### config.mk
export PLATFORM = sky130hd
export DESIGN_NAME = alu_exec_unit
export DESIGN_NICKNAME = d
export VERILOG_FILES = /design/src/rtl/alu_pkg.sv /design/src/rtl/alu_exec_unit_logic.sv /design/src/rtl/alu_exec_unit.sv
export SDC_FILE = /design/constraint.sdc
export NUM_CORES = 1
export LEC_CHECK = 0
export ABC_AREA = 1
export CORE_ASPECT_RATIO = 0.5
export CORE_MARGIN = 2
export CORE_UTILIZATION = 58
export DETAILED_ROUTE_END_ITERATION = 16
export PLACE_DENSITY = 0.9
export SLEW_MARGIN = 25
export SYNTH_ARGS = -nofsm -noshare
export SYNTH_HDL_FRONTEND = slang
export SYNTH_SLANG_ARGS = --single-unit
export TNS_END_PERCENT = 30
### constraint.sdc
create_clock -name clk -period 3 [get_ports clk]
set_input_delay 0.6 -clock clk [delete_from_list [all_inputs] [get_ports clk]]
set_output_delay 0.6 -clock clk [all_outputs]
set_load 0.1 [all_outputs]
### src/rtl/alu_pkg.sv
// Shared opcode and state definitions for the execute-stage ALU.
// The decode control block imports this package too, so codes live in one place.
package alu_pkg;

  localparam logic [3:0] OP_ADD  = 4'h1;
  localparam logic [3:0] OP_SUB  = 4'h2;
  localparam logic [3:0] OP_SLL  = 4'h3;
  localparam logic [3:0] OP_SRL  = 4'h4;
  localparam logic [3:0] OP_SRA  = 4'h5;
  localparam logic [3:0] OP_SLT  = 4'h6;
  localparam logic [3:0] OP_SLTU = 4'h7;
  localparam logic [3:0] OP_XOR  = 4'h8;
  localparam logic [3:0] OP_OR   = 4'h9;
  localparam logic [3:0] OP_AND  = 4'hA;

  typedef enum logic [1:0] {
    ST_IDLE  = 2'd0,
    ST_SHIFT = 2'd1,
    ST_DONE  = 2'd2
  } alu_state_e;

  function automatic logic is_shift_op(input logic [3:0] op);
    return (op == OP_SLL) || (op == OP_SRL) || (op == OP_SRA);
  endfunction

endpackage

### src/rtl/alu_exec_unit_logic.sv
// Single-cycle combinational datapath for all non-shift operations.
// Unknown and shift codes fall through to ADD; shifts never use this result.
module alu_logic_unit
  import alu_pkg::*;
#(
  parameter int unsigned XLEN = 32
) (
  input  logic [3:0]      op,
  input  logic [XLEN-1:0] a,
  input  logic [XLEN-1:0] b,
  output logic [XLEN-1:0] result
);

  // Decode the opcode into the selected arithmetic/logic result
  always_comb begin
    result = a + b;
    unique case (op)
      OP_SUB:  result = a - b;
      OP_SLT:  result = {{(XLEN-1){1'b0}}, ($signed(a) < $signed(b))};
      OP_SLTU: result = {{(XLEN-1){1'b0}}, (a < b)};
      OP_XOR:  result = a ^ b;
      OP_OR:   result = a | b;
      OP_AND:  result = a & b;
      default: result = a + b;
    endcase
  end

endmodule

### src/rtl/alu_exec_unit.sv
// Execute-stage ALU: one-cycle logic/arithmetic, iterative one-bit-per-cycle
// shifter, registered result over valid/ready handshakes.
module alu_exec_unit
  import alu_pkg::*;
#(
  parameter int unsigned XLEN = 32,
  parameter int unsigned SHW  = $clog2(XLEN)
) (
  input  logic            clk,
  input  logic            rst,
  input  logic            in_valid,
  output logic            in_ready,
  input  logic [3:0]      in_op,
  input  logic [XLEN-1:0] in_a,
  input  logic [XLEN-1:0] in_b,
  output logic            out_valid,
  input  logic            out_ready,
  output logic [XLEN-1:0] out_result,
  output logic            out_zero,
  output logic            busy
);

  alu_state_e      state_q, state_d;
  logic [XLEN-1:0] work_q, work_d;
  logic [SHW-1:0]  count_q, count_d;
  logic [3:0]      op_q, op_d;
  logic [XLEN-1:0] result_q, result_d;
  logic            zero_q, zero_d;

  logic [XLEN-1:0] logic_result;
  logic [XLEN-1:0] shifted;
  logic [SHW-1:0]  shamt;

  assign shamt = in_b[SHW-1:0];

  alu_logic_unit #(
    .XLEN (XLEN)
  ) u_logic (
    .op     (in_op),
    .a      (in_a),
    .b      (in_b),
    .result (logic_result)
  );

  // One-bit step of the work register in the latched op's direction and fill
  always_comb begin
    shifted = {work_q[XLEN-2:0], 1'b0};
    unique case (op_q)
      OP_SRL:  shifted = {1'b0, work_q[XLEN-1:1]};
      OP_SRA:  shifted = {work_q[XLEN-1], work_q[XLEN-1:1]};
      default: shifted = {work_q[XLEN-2:0], 1'b0};
    endcase
  end

  // Next-state logic for the FSM, shifter and output registers
  always_comb begin
    state_d  = state_q;
    work_d   = work_q;
    count_d  = count_q;
    op_d     = op_q;
    result_d = result_q;
    zero_d   = zero_q;
    unique case (state_q)
      ST_IDLE: begin
        if (in_valid) begin
          if (!is_shift_op(in_op)) begin
            result_d = logic_result;
            zero_d   = (logic_result == '0);
            state_d  = ST_DONE;
          end else if (shamt == '0) begin
            result_d = in_a;
            zero_d   = (in_a == '0);
            state_d  = ST_DONE;
          end else begin
            work_d  = in_a;
            op_d    = in_op;
            count_d = shamt;
            state_d = ST_SHIFT;
          end
        end
      end
      ST_SHIFT: begin
        work_d  = shifted;
        count_d = count_q - SHW'(1);
        // The final step publishes the result directly, saving a cycle
        if (count_q == SHW'(1)) begin
          result_d = shifted;
          zero_d   = (shifted == '0);
          state_d  = ST_DONE;
        end
      end
      ST_DONE: begin
        if (out_ready) state_d = ST_IDLE;
      end
      default: state_d = ST_IDLE;
    endcase
  end

  // State and datapath registers with synchronous reset
  always_ff @(posedge clk) begin
    if (rst) begin
      state_q  <= ST_IDLE;
      work_q   <= '0;
      count_q  <= '0;
      op_q     <= '0;
      result_q <= '0;
      zero_q   <= 1'b0;
    end else begin
      state_q  <= state_d;
      work_q   <= work_d;
      count_q  <= count_d;
      op_q     <= op_d;
      result_q <= result_d;
      zero_q   <= zero_d;
    end
  end

  assign in_ready   = (state_q == ST_IDLE);
  assign out_valid  = (state_q == ST_DONE);
  assign busy       = (state_q != ST_IDLE);
  assign out_result = result_q;
  assign out_zero   = zero_q;

endmodule

==> results of run 1 <==
==> cells by family after synthesis <==
logic type      after synthesis  share of synthesized area [%]
compound gates              413                           20.8
xor+xnor                      3                          0.240
fa+ha+maj                   100                           11.6
buf+inv                     417                           15.9
flops                        76                           13.9
simple gates                913                           37.7
==> per-stage QoR <==
| stage | utilization [%] | TNS [ns] |
|---|---|---|
| floorplan | - | 0 |
| global placement | 77.0 | -8.33 |
| detailed placement | 77.0 | -10.16 |
| CTS | 81.5 | 0 |
==> synth_stat cells, types with 2 or more instances <==
cell      instances  area (sq um)
and2_1            2          12.5
nor2_1          124           465
dfxtp_1          76          1520
nand2_4           6          67.6
a211oi_1          4          30.0
fa_1              2          40.0
o21ai_1           7          35.0
nand2_2          24           150
nor2_2           29           181
nand4_1          27           169
nand3_1         144           721
nor4_1           13          81.3
o22ai_1          24           150
ha_1             98          1230
or2_2            16           100
a21oi_2          12           105
buf_6            14           158
nor3_2            9          90.1
o21bai_1          8          60.1
buf_2            14          70.1
clkbuf_1         42           158
a221oi_1          5          43.8
nand2_1         489          1840
o211ai_1         11          82.6
a21oi_1         142           711
xor2_1            2          17.5
inv_2            20          75.1
nor2_4            7          78.8
nor3_1           12          60.1
o21ai_0         161           806
nand3_2           6          60.1
a31oi_1          36           225
buf_4            13          97.6
o21ai_2           2          17.5
and3_1            2          12.5
inv_1           313          1170
==> per-layer routing <==
metal  GRT usage (%)  GRT overflow
met5            64.6             3
met2             101           180
met4            93.6           105
met1            90.6            41
met3            85.6            38
==> what timing repair did <==
action	in CTS
gates resized for setup	110
pin swaps	15
setup endpoints to repair	19
buffers inserted	7
hold buffers	0
==> flow_summary.ini, run 1 <==
[timing]
worst_endpoint = out_zero$_SDFFE_PP0P_/D
worstEpCategory = sequential cell input

[die]
start_util_pct = 59.4
die_h_um = 101
die_x_um = 198
std_cell_rows = 35
io_pins = 108

[outcome]
lastStage = 5_1_grt
tool.error = [ERROR GRT-0232] Routing congestion too high. Check the congestion heatmap in the GUI.
status = aborted with a tool error

[clock_network]
htreeDepth = 3
cts.path.max_buffers = 2
root_buffer = clkbuf_16
cts.sinks = 76
cts_buffers = 9

[synth]
synth_cell_types = 42
syn_nets = 2094
synth_cells = 1922
ys_seq_area_share_pct = 13.9
synth_warnings = 0
syn-cell-area_sq_um = 11000
synth-edff-count = 0
ys.flop_type = dfxtp_1
async_flop_share_pct = 0
ys_ff_latch = 76
syn_avg_cell_area_sq_um = 5.70

[placement]
dp_hpwl_mm = 38.1
place_ws_ns = -0.674
numPortBuffers = 107
gp_congestion = 1.26
placedCellCount = 2513
placed_area_sq_um = 14200

[global_route]
grt-ovfl-total = 367
grt_max_degree = 62
grt.total_usage_pct = 91.8
==> inputs of run 2 (changes only) <==
CORE_ASPECT_RATIO = default   (was 0.5)
CORE_UTILIZATION = 40   (was 58)
PLACE_DENSITY = default   (was 0.9)
PLACE_DENSITY_LB_ADDON = 0.15   (was default)
==> run 2 against run 1 <==
The flow now finishes without violations. Synthesized area unchanged. Synthesized cell count unchanged.
==> flow_summary.ini, run 2 <==
[outcome]
status = complete, no violations

[power]
power_mw = 6.21
comb_power_share_pct = 63.7
p_sw_mw = 2.98
intPower_mw = 3.23
seq_power_share_pct = 19.6
p_leak_nw = 9.05
clkPwrFrac_pct = 16.7
ir_drop_mv = 0.343
p_per_area_nw_per_um2 = 362
swShare_pct = 48.0

[drt]
wl_per_cell_um = 19.2
drtIter0Drc = 1359
antenna_left = 0
vias_per_cell = 5.34
post-route-drc-count = 0
drt_pre_antenna_iters = 6
routed_wirelength_mm = 52.9
vias = 14734

[synth]
syn_nets = 2094
synth_common_cells = 489 x nand2_1, 313 x inv_1, 161 x o21ai_0
ys_ff_latch = 76
yosysTopAreaCellShare_pct = 16.8
synth_warnings = 0
synth_most_common_cell = nand2_1
synth_cells = 1922
synth-edff-count = 0
async_flop_share_pct = 0
synthTopCellsByArea = nand2_1 17%, dfxtp_1 14%, ha_1 11%, inv_1 11%, o21ai_0 7.4%
ys_seq_area_share_pct = 13.9
syn-cell-area_sq_um = 11000
synthDominantAreaCellType = nand2_1
ys.flop_type = dfxtp_1
syn_avg_cell_area_sq_um = 5.70
synth_cell_types = 42

[cells_and_area]
syn2layout_area_growth_pct = 56.5
postLayoutCoreUtil_pct = 63.6
drive_above_1_share_pct = 37.8
final_cell_mix = 470 x buf_4, 416 x nand2_1, 255 x inv_1, 154 x o21ai_0, 124 x a21oi_1
diodes = 0
final_common_cell = buf_4
multi_input_area_sq_um = 9030
finalInstanceArea_sq_um = 17100
finalNetCount = 2583
seqCellArea_sq_um = 1520
fillers = 2640
fin_cells = 2757

[timing]
hold_viol = 0
rsz0062_at_grt = yes
max_freq_mhz = 341
fin_ws_ns = 0.0697
fin_tns_setup_ns = 0
tightest_slew_ns = 0.809
slew_headroom_pct = 45.5
slew_violations = 0
fin_crit_sh_pct = 97.7
whs_ns = 0.450
fin_crit_ns = 2.93
fin_skew_ns = 0.00464
setup_viol = 0

[die]
die_h_um = 169
std_cell_rows = 60
start_util_pct = 40.6
die_x_um = 169
core_region_area_sq_um = 27000
io_pins = 108
die_area_sq_um = 28700

[critical_path]
critPathMaxFanout = 3
cp-start-kind = input pin
r2r-start = op_q[2]
cpPeakStageDelay_ns = 0.47
worstPathArrival_ns = 3.20
cp.required_ns = 3.27
crit_path_end_kind = flop
critPathSlowestCell = clkdlybuf4s50_1
path_cells = clkdlybuf4s50_1 > inv_1 > ha_4 > a21oi_1 > o21ai_1 > a21oi_1 > nand2_1 > nor2_2 > nand2_1 > nand2_1 > nand3_1 > nand2_1 > nand3_1 > nor2_1 > nand3_1 > nand2_1 > nand2_1 > a21oi_2
cp_num_buf_inv = 2
crit_top_cell = nand2_1
critical_path.top_delay_family = simple AND/OR/NAND/NOR gates
crit_type = input pin to flop
startpoint = in_a[28]

[placement]
placed_area_sq_um = 15200
place_ws_ns = -0.883
gp_congestion = 0.987
dp_hpwl_mm = 43.1
placedCellCount = 2711
numPortBuffers = 107

[min_path]
min_from = op_q[3]
hold_path_class = flop to flop

[clock_network]
root_buffer = clkbuf_16
cts_buffers = 9
cts_tree = done
cts.path.max_buffers = 2
cts.sinks = 76
htreeDepth = 3
clk_latency_ns = 0.33
cts.clk_slew.worst_paths_ns = 0.06
cts_hold_buf = 0

[global_route]
grt_pass1_wl_mm = 78.3
grt_antenna_before_repair = 0
grt_pass1_vias = 13965
grt.total_usage_pct = 35.8
grt_max_degree = 72
grt-ovfl-total = 0

[flow_run]
cap_viol_max_count = 0
[run 2: path summary, 6_finish.rpt]
path                                  to  slack (ns)  depth (start not counted)
worst max-delay path            out_zero        0.07                         18
worst min register to register   op_q[3]        0.45                          2
worst max register to register  out_zero        0.61                         11
worst min-delay path             op_q[3]        0.45                          2
[run 2: what timing repair did]
item / in CTS / in global routing
endpoints found under the setup margin: 22 / 23
buffers inserted: 16 / 14
resized for setup: 217 / 215
pin swaps: 48 / 102
[run 2: power groups by stage]
stage	combinational (mW)	clock, mW	sequential [mW]
3_3_place_gp	3.50	0	1.23
6_report	3.96	1.03	1.22
2_1_floorplan	1.47	0	1.78
4_1_cts	3.74	1.04	1.21
5_1_grt	4.21	1.09	1.23
3_5_place_dp	3.51	0	1.23
[run 2: layout make-up]
type                       instances  area share (%)
inverter                         334            7.36
clock inverter                     4           0.139
multi-input combinational       1429            52.7
clock buffer                      12            1.50
sequential                        76            8.88
timing repair buffer             561            27.0
tap                              341            2.49
[run 2: logic make-up (layout without fill, tap and decap cells)]
group                      Yosys count  in the layout  synth area share, %
AOI/OAI and AO/OA                  413            413                 20.8
adders and majority gates          100            100                 11.6
DFF                                 76             76                 13.9
xor gates and xnor gates             3              3                0.240
and+or+nand+nor                    913            913                 37.7
buffers and inverters              417            911                 15.9
[run 2: tightest hold or removal path, stage by stage (launching register included)]
cell and delay (ns):
dfxtp_1 0.31, nand2_1 0.06, nor2_1 0.03
[run 2: routing by layer]
layer / vias up / wire (um) / global-route usage, %
met1: 6867 / 22200 / 44.3
met3: 126 / 2780 / 3.92
met2: 552 / 25000 / 62.7
met5: - / 0 / 0
li1: 7189 / - / -
met4: 0 / 2990 / 15.4
Note: power is estimated with default switching activity, not from simulation.
